[src/rtl/rr_grant_pkg.sv]
// Shared types and constants for the round-robin grant encoder.
package rr_grant_pkg;

  localparam int unsigned REQ_N    = 4;
  localparam int unsigned IDX_W    = 2;
  localparam int unsigned MAX_HOLD = 15;
  localparam int unsigned HOLD_W   = 4;

  typedef enum logic [1:0] {
    StIdle    = 2'b00,
    StGrant   = 2'b01,
    StRelease = 2'b10
  } state_e;

endpackage

[src/rtl/rr_pick.sv]
// Combinational rotate-priority picker: first set request at or after ptr, wrapping.
module rr_pick
  import rr_grant_pkg::*;
(
  input  logic [REQ_N-1:0] req,
  input  logic [IDX_W-1:0] ptr,
  output logic [IDX_W-1:0] winner,
  output logic             any_req
);

  logic [2*REQ_N-1:0] req_dbl;
  logic [REQ_N-1:0]   req_rot;
  logic [IDX_W-1:0]   offset;

  always_comb begin
    req_dbl = {req, req};
    req_rot = req_dbl[ptr +: REQ_N];
    offset  = '0;
    // Descending scan so the lowest set bit of the rotated vector wins.
    for (int i = REQ_N - 1; i >= 0; i--) begin
      if (req_rot[i]) begin
        offset = IDX_W'(i);
      end
    end
    winner  = ptr + offset;
    any_req = |req;
  end

endmodule

[src/rtl/rr_grant_encoder.sv]
// Four-requester round-robin arbiter with registered grant index and release dead time.
// Optional grant timeout is compiled in with RR_GRANT_TIMEOUT_EN (adds the timeout port).
module rr_grant_encoder
  import rr_grant_pkg::*;
(
  input  logic             clk,
  input  logic             rst_n,
  input  logic [REQ_N-1:0] req,
  input  logic             done,
  output logic [IDX_W-1:0] gnt_idx,
  output logic             gnt_vld,
  output logic             busy
`ifdef RR_GRANT_TIMEOUT_EN
  ,output logic            timeout
`endif
);

  state_e           state_q, state_d;
  logic [IDX_W-1:0] ptr_q, ptr_d;
  logic [IDX_W-1:0] idx_q, idx_d;
  logic             vld_q, vld_d;
  logic [IDX_W-1:0] winner;
  logic             any_req;
  logic             owner_release;

  rr_pick u_pick (
    .req     (req),
    .ptr     (ptr_q),
    .winner  (winner),
    .any_req (any_req)
  );

  assign owner_release = done || !req[idx_q];

`ifdef RR_GRANT_TIMEOUT_EN
  logic [HOLD_W-1:0] hold_q, hold_d;
  logic              timeout_q, timeout_d;
  logic              hold_hit;

  // Hit on the last permitted GRANT cycle so exactly MAX_HOLD cycles are held.
  assign hold_hit = (hold_q == HOLD_W'(MAX_HOLD - 1));
`endif

  always_comb begin
    state_d = state_q;
    ptr_d   = ptr_q;
    idx_d   = idx_q;
    vld_d   = vld_q;
`ifdef RR_GRANT_TIMEOUT_EN
    hold_d    = hold_q;
    timeout_d = 1'b0;
`endif
    unique case (state_q)
      StIdle: begin
        if (any_req) begin
          idx_d   = winner;
          vld_d   = 1'b1;
          state_d = StGrant;
`ifdef RR_GRANT_TIMEOUT_EN
          hold_d  = '0;
`endif
        end
      end
      StGrant: begin
`ifdef RR_GRANT_TIMEOUT_EN
        if (owner_release || hold_hit) begin
          timeout_d = !owner_release;
`else
        if (owner_release) begin
`endif
          vld_d   = 1'b0;
          ptr_d   = idx_q + 1'b1;
          state_d = StRelease;
        end
`ifdef RR_GRANT_TIMEOUT_EN
        else begin
          hold_d = hold_q + 1'b1;
        end
`endif
      end
      StRelease: begin
        state_d = StIdle;
      end
      default: begin
        state_d = StIdle;
        vld_d   = 1'b0;
      end
    endcase
  end

  always_ff @(posedge clk) begin
    if (!rst_n) begin
      state_q <= StIdle;
      ptr_q   <= '0;
      idx_q   <= '0;
      vld_q   <= 1'b0;
    end else begin
      state_q <= state_d;
      ptr_q   <= ptr_d;
      idx_q   <= idx_d;
      vld_q   <= vld_d;
    end
  end

`ifdef RR_GRANT_TIMEOUT_EN
  always_ff @(posedge clk) begin
    if (!rst_n) begin
      hold_q    <= '0;
      timeout_q <= 1'b0;
    end else begin
      hold_q    <= hold_d;
      timeout_q <= timeout_d;
    end
  end

  assign timeout = timeout_q;
`endif

  assign gnt_idx = idx_q;
  assign gnt_vld = vld_q;
  assign busy    = (state_q != StIdle);

endmodule

[config.mk]
export PLATFORM = sky130hd
export DESIGN_NAME = rr_grant_encoder
export DESIGN_NICKNAME = d
export VERILOG_FILES = /design/src/rtl/rr_grant_pkg.sv /design/src/rtl/rr_pick.sv /design/src/rtl/rr_grant_encoder.sv
export SDC_FILE = /design/constraint.sdc
export NUM_CORES = 1
export LEC_CHECK = 0
export BUFFER_PORTS_ARGS = -buffer_cell sky130_fd_sc_hd__buf_2
export CAP_MARGIN = 25
export CORE_MARGIN = 10
export CORE_UTILIZATION = 30
export DETAILED_ROUTE_END_ITERATION = 10
export SLEW_MARGIN = 15
export SYNTH_ARGS = -nofsm -noshare
export SYNTH_HDL_FRONTEND = slang
export SYNTH_HIERARCHICAL = 1
export SYNTH_SLANG_ARGS = --single-unit
[constraint.sdc]
create_clock -name clk -period 1.6 [get_ports clk]
set_input_delay 0.08 -clock clk [delete_from_list [all_inputs] [get_ports clk]]
set_output_delay 0.08 -clock clk [all_outputs]
set_load 0.01 [all_outputs]
==> results.sh <==
export IMPL_grt_setup_unrepaired="true"
export IMPL_io_pins=11
export IMPL_fin_util=0.4099
export IMPL_gp_congestion=0.8462
export IMPL_hold_violations=0
export IMPL_syn_cell_area_sq_um=496.7
export IMPL_p_clk_frac=0.254
export IMPL_synth_seq_cells=7
export IMPL_placed_area_sq_um=581.8
export IMPL_yosys_most_used_dff="dfxtp_1"
export IMPL_port_buffers=10
export IMPL_die_h_um=60.69
export IMPL_synth_top_area_cell="dfxtp_1"
export IMPL_coreArea_sq_um=1541
export IMPL_clock_latency_ns=0.25
export IMPL_grt_pass1_wl_mm=1.966
export IMPL_yosysTopAreaCellShare=0.2821
export IMPL_r2r_end="gnt_idx[1]"
export IMPL_via_per_inst=5.337
export IMPL_first_pass_iters=4
export IMPL_htree_levels=1
export IMPL_finalCriticalPeriod_ns=1.528
export IMPL_vias=475
export IMPL_r2r_start="ptr_q[1]"
export IMPL_async_flop_share=0
export IMPL_p_leak_nw=0.2553
export IMPL_drc=0
export IMPL_synth_edf_count=0
export IMPL_worst_pin_slew_ns=0.4316
export IMPL_drtIter0Drc=8
export IMPL_r2r_cells=9
export IMPL_seq_area_frac_synth=0.2821
export IMPL_drt_wl_total_mm=1.171
export IMPL_p_per_area_nw_per_um2=999.8
export IMPL_cts_made_buffers=3
export IMPL_cp_data_required_time_ns=1.79
export IMPL_ys_warn_count=6
export IMPL_crit_path_start_kind="flop"
export IMPL_fin_skew_ns=0.0002938
export IMPL_initial_utilization=0.3222
export IMPL_min_path_cells=3
export IMPL_status="completed"
export IMPL_worst_path_max_fanout=4
export IMPL_cts_tree="yes"
export IMPL_yosysMostFrequentCell="dfxtp_1"
export IMPL_whs_endpoint="ptr_q[1]"
export IMPL_avgRoutedWirePerCell_um=13.16
export IMPL_grt_use_total=0.06858
export IMPL_grt_pass1_vias=460
export IMPL_grt_antenna_before_repair=0
export IMPL_crit_start="ptr_q[1]"
export IMPL_switching_share=0.3319
export IMPL_vdd_ir_drop_max_mv=0.5373
export IMPL_cp_end_kind="flop"
export IMPL_cts_sinks=7
export IMPL_yosysUniqueCellTypes=27
export IMPL_min_from="rst_n"
export IMPL_nets=82
export IMPL_slew_headroom=0.7116
export IMPL_synth_nets=64
export IMPL_drive_gt1_frac=0.3562
export IMPL_crit_family="compound AO/OA/AOI/OAI gates"
export IMPL_fmax_mhz=654.5
export IMPL_die_w_um=60.69
export IMPL_grt_max_degree=10
export IMPL_p_int_mw=0.4221
export IMPL_path_clk_slew_ns=0.05
export IMPL_crit_chain="nand2_1 > a21oi_2 > o22ai_1 > o21a_1 > ha_2 > xnor2_2 > xnor2_1 > mux2i_1 > nor2b_1"
export IMPL_rrSetupSlack_ns=0.07
export IMPL_synthTopCellsByCount="7 x dfxtp_1, 6 x mux2i_1, 6 x nand2_1"
export IMPL_min_path_type="in2reg"
export IMPL_pwr_share_comb=0.364
export IMPL_netSwitchingPower_mw=0.2096
export IMPL_worstPathArrival_ns=1.72
export IMPL_p_seq_frac=0.382
export IMPL_areaGrowthSynthToFinish_pct=27.20
export IMPL_placementRows=14
export IMPL_period_share=0.9550
export IMPL_overflow=0
export IMPL_path_class="reg2reg"
export IMPL_cp_slowest_cell="dfxtp_2"
export IMPL_critPathBufInv=0
export IMPL_antenna_cells=0
export IMPL_synth_top_cells_by_area="dfxtp_1 28%, mux2i_1 12%, nor2b_1 5.0%"
export IMPL_avgSynthCellArea_sq_um=8.870
export IMPL_critPathMaxStageDelay_ns=0.34
export IMPL_netlist_instances=56
export IMPL_finalInstanceArea_sq_um=631.9
export IMPL_setup_viol=0
export IMPL_cts_path_max_buffers=2
export IMPL_cap_violations=0
export IMPL_cts_root_buf="clkbuf_4"
export IMPL_dieArea_sq_um=3683
export IMPL_worst_path_stages=9
export IMPL_final_max_slew_viol_count=0
export IMPL_drt_antenna_violating_nets=0
## layer usage
layer / track usage / routed length [um] / vias to the layer above
met3: 0.03132 / 108 / 2
li1: - / - / 244
met1: 0.07638 / 524 / 218
met5: 0 / 0 / -
met2: 0.1019 / 529 / 11
met4: 0.04702 / 8 / 0
## worst max path at each step
stage,endpoint,slack (ns)
final,gnt_idx[1],0.07
after global routing,gnt_idx[1],-0.08
after CTS,gnt_idx[1],0.01
after detailed placement,gnt_idx[1],0.03
after global placement,gnt_idx[1],0.05
after floorplan,gnt_idx[1],0.07
## power by group through the flow
stage / clock [mW] / combinational [mW] / sequential (mW)
6_report: 0.160 / 0.230 / 0.242
5_1_grt: 0.186 / 0.258 / 0.250
4_1_cts: 0.171 / 0.223 / 0.241
3_5_place_dp: 0 / 0.222 / 0.245
3_3_place_gp: 0 / 0.219 / 0.244
2_1_floorplan: 0 / 0.144 / 0.247
## logic make-up (layout without fill, tap and decap cells)
| family | Yosys count | after routing | synth area share |
|---|---|---|---|
| multiplexers | 7 | 7 | 0.1436 |
| AND/OR/NAND/NOR | 23 | 23 | 0.2620 |
| adder cells (fa/ha/maj) | 1 | 1 | 0.02518 |
| flip-flops | 7 | 7 | 0.2821 |
| AO/OA/AOI/OAI | 13 | 13 | 0.2191 |
| buffers and inverters | 2 | 19 | 0.01512 |
| XOR/XNOR | 3 | 3 | 0.05291 |
## state kept, by name, indices dropped and copies added, names as in the netlist
signal   flops
gnt_idx      2
gnt_vld      1
ptr_q        2
state_q      2
## placed cells by master (no fill, tap or decap), types with 2 or more instances in the layout
cell type and count:
buf_2 10, nor3b_1 2, dfxtp_1 6, mux2i_1 6, o22ai_1 2, nor2b_1 4, nand3_1 2, inv_1 2
o211ai_1 2, buf_4 3, nor2_1 2, or2_2 3, nand2_1 6, clkbuf_4 3
## cell type report
type	count	area, sq um
Tap cell	16	20.02
Fill cell	170	909.6
Timing Repair Buffer	13	72.57
Clock buffer	4	26.28
Multi-Input combinational cell	47	364.1
Sequential cell	7	141.4
Inverter	2	7.507
## timing repair
action,4_1_cts,5_1_grt
setup endpoints to repair,0,1
buffers inserted,0,1
hold buffers,0,0
hold endpoints to repair,0,0
gates resized for setup,0,5
## through the flow
step | setup TNS [ns] | hold slack, ns | setup WS [ns] | instances | power, mW
after floorplan | 0 | 0.2082 | 0.07072 | 56 | 0.3917
after global placement | 0 | 0.4114 | 0.04947 | 84 | 0.4632
after detailed placement | 0 | 0.4187 | 0.03025 | 84 | 0.4661
after CTS | 0 | 0.1466 | 0.01304 | 88 | 0.6357
after global routing | -0.07547 | 0.1583 | -0.07547 | 89 | 0.6947
final | 0 | 0.1439 | 0.07200 | 89 | 0.6317
## worst register-to-register path, stage by stage, from the launching register on
cell	delay [ns]
dfxtp_2	0.34
nand2_1	0.06
a21oi_2	0.12
o22ai_1	0.09
o21a_1	0.18
ha_2	0.18
xnor2_2	0.13
xnor2_1	0.16
mux2i_1	0.09
nor2b_1	0.11
Note: power is estimated with default switching activity, not from simulation.
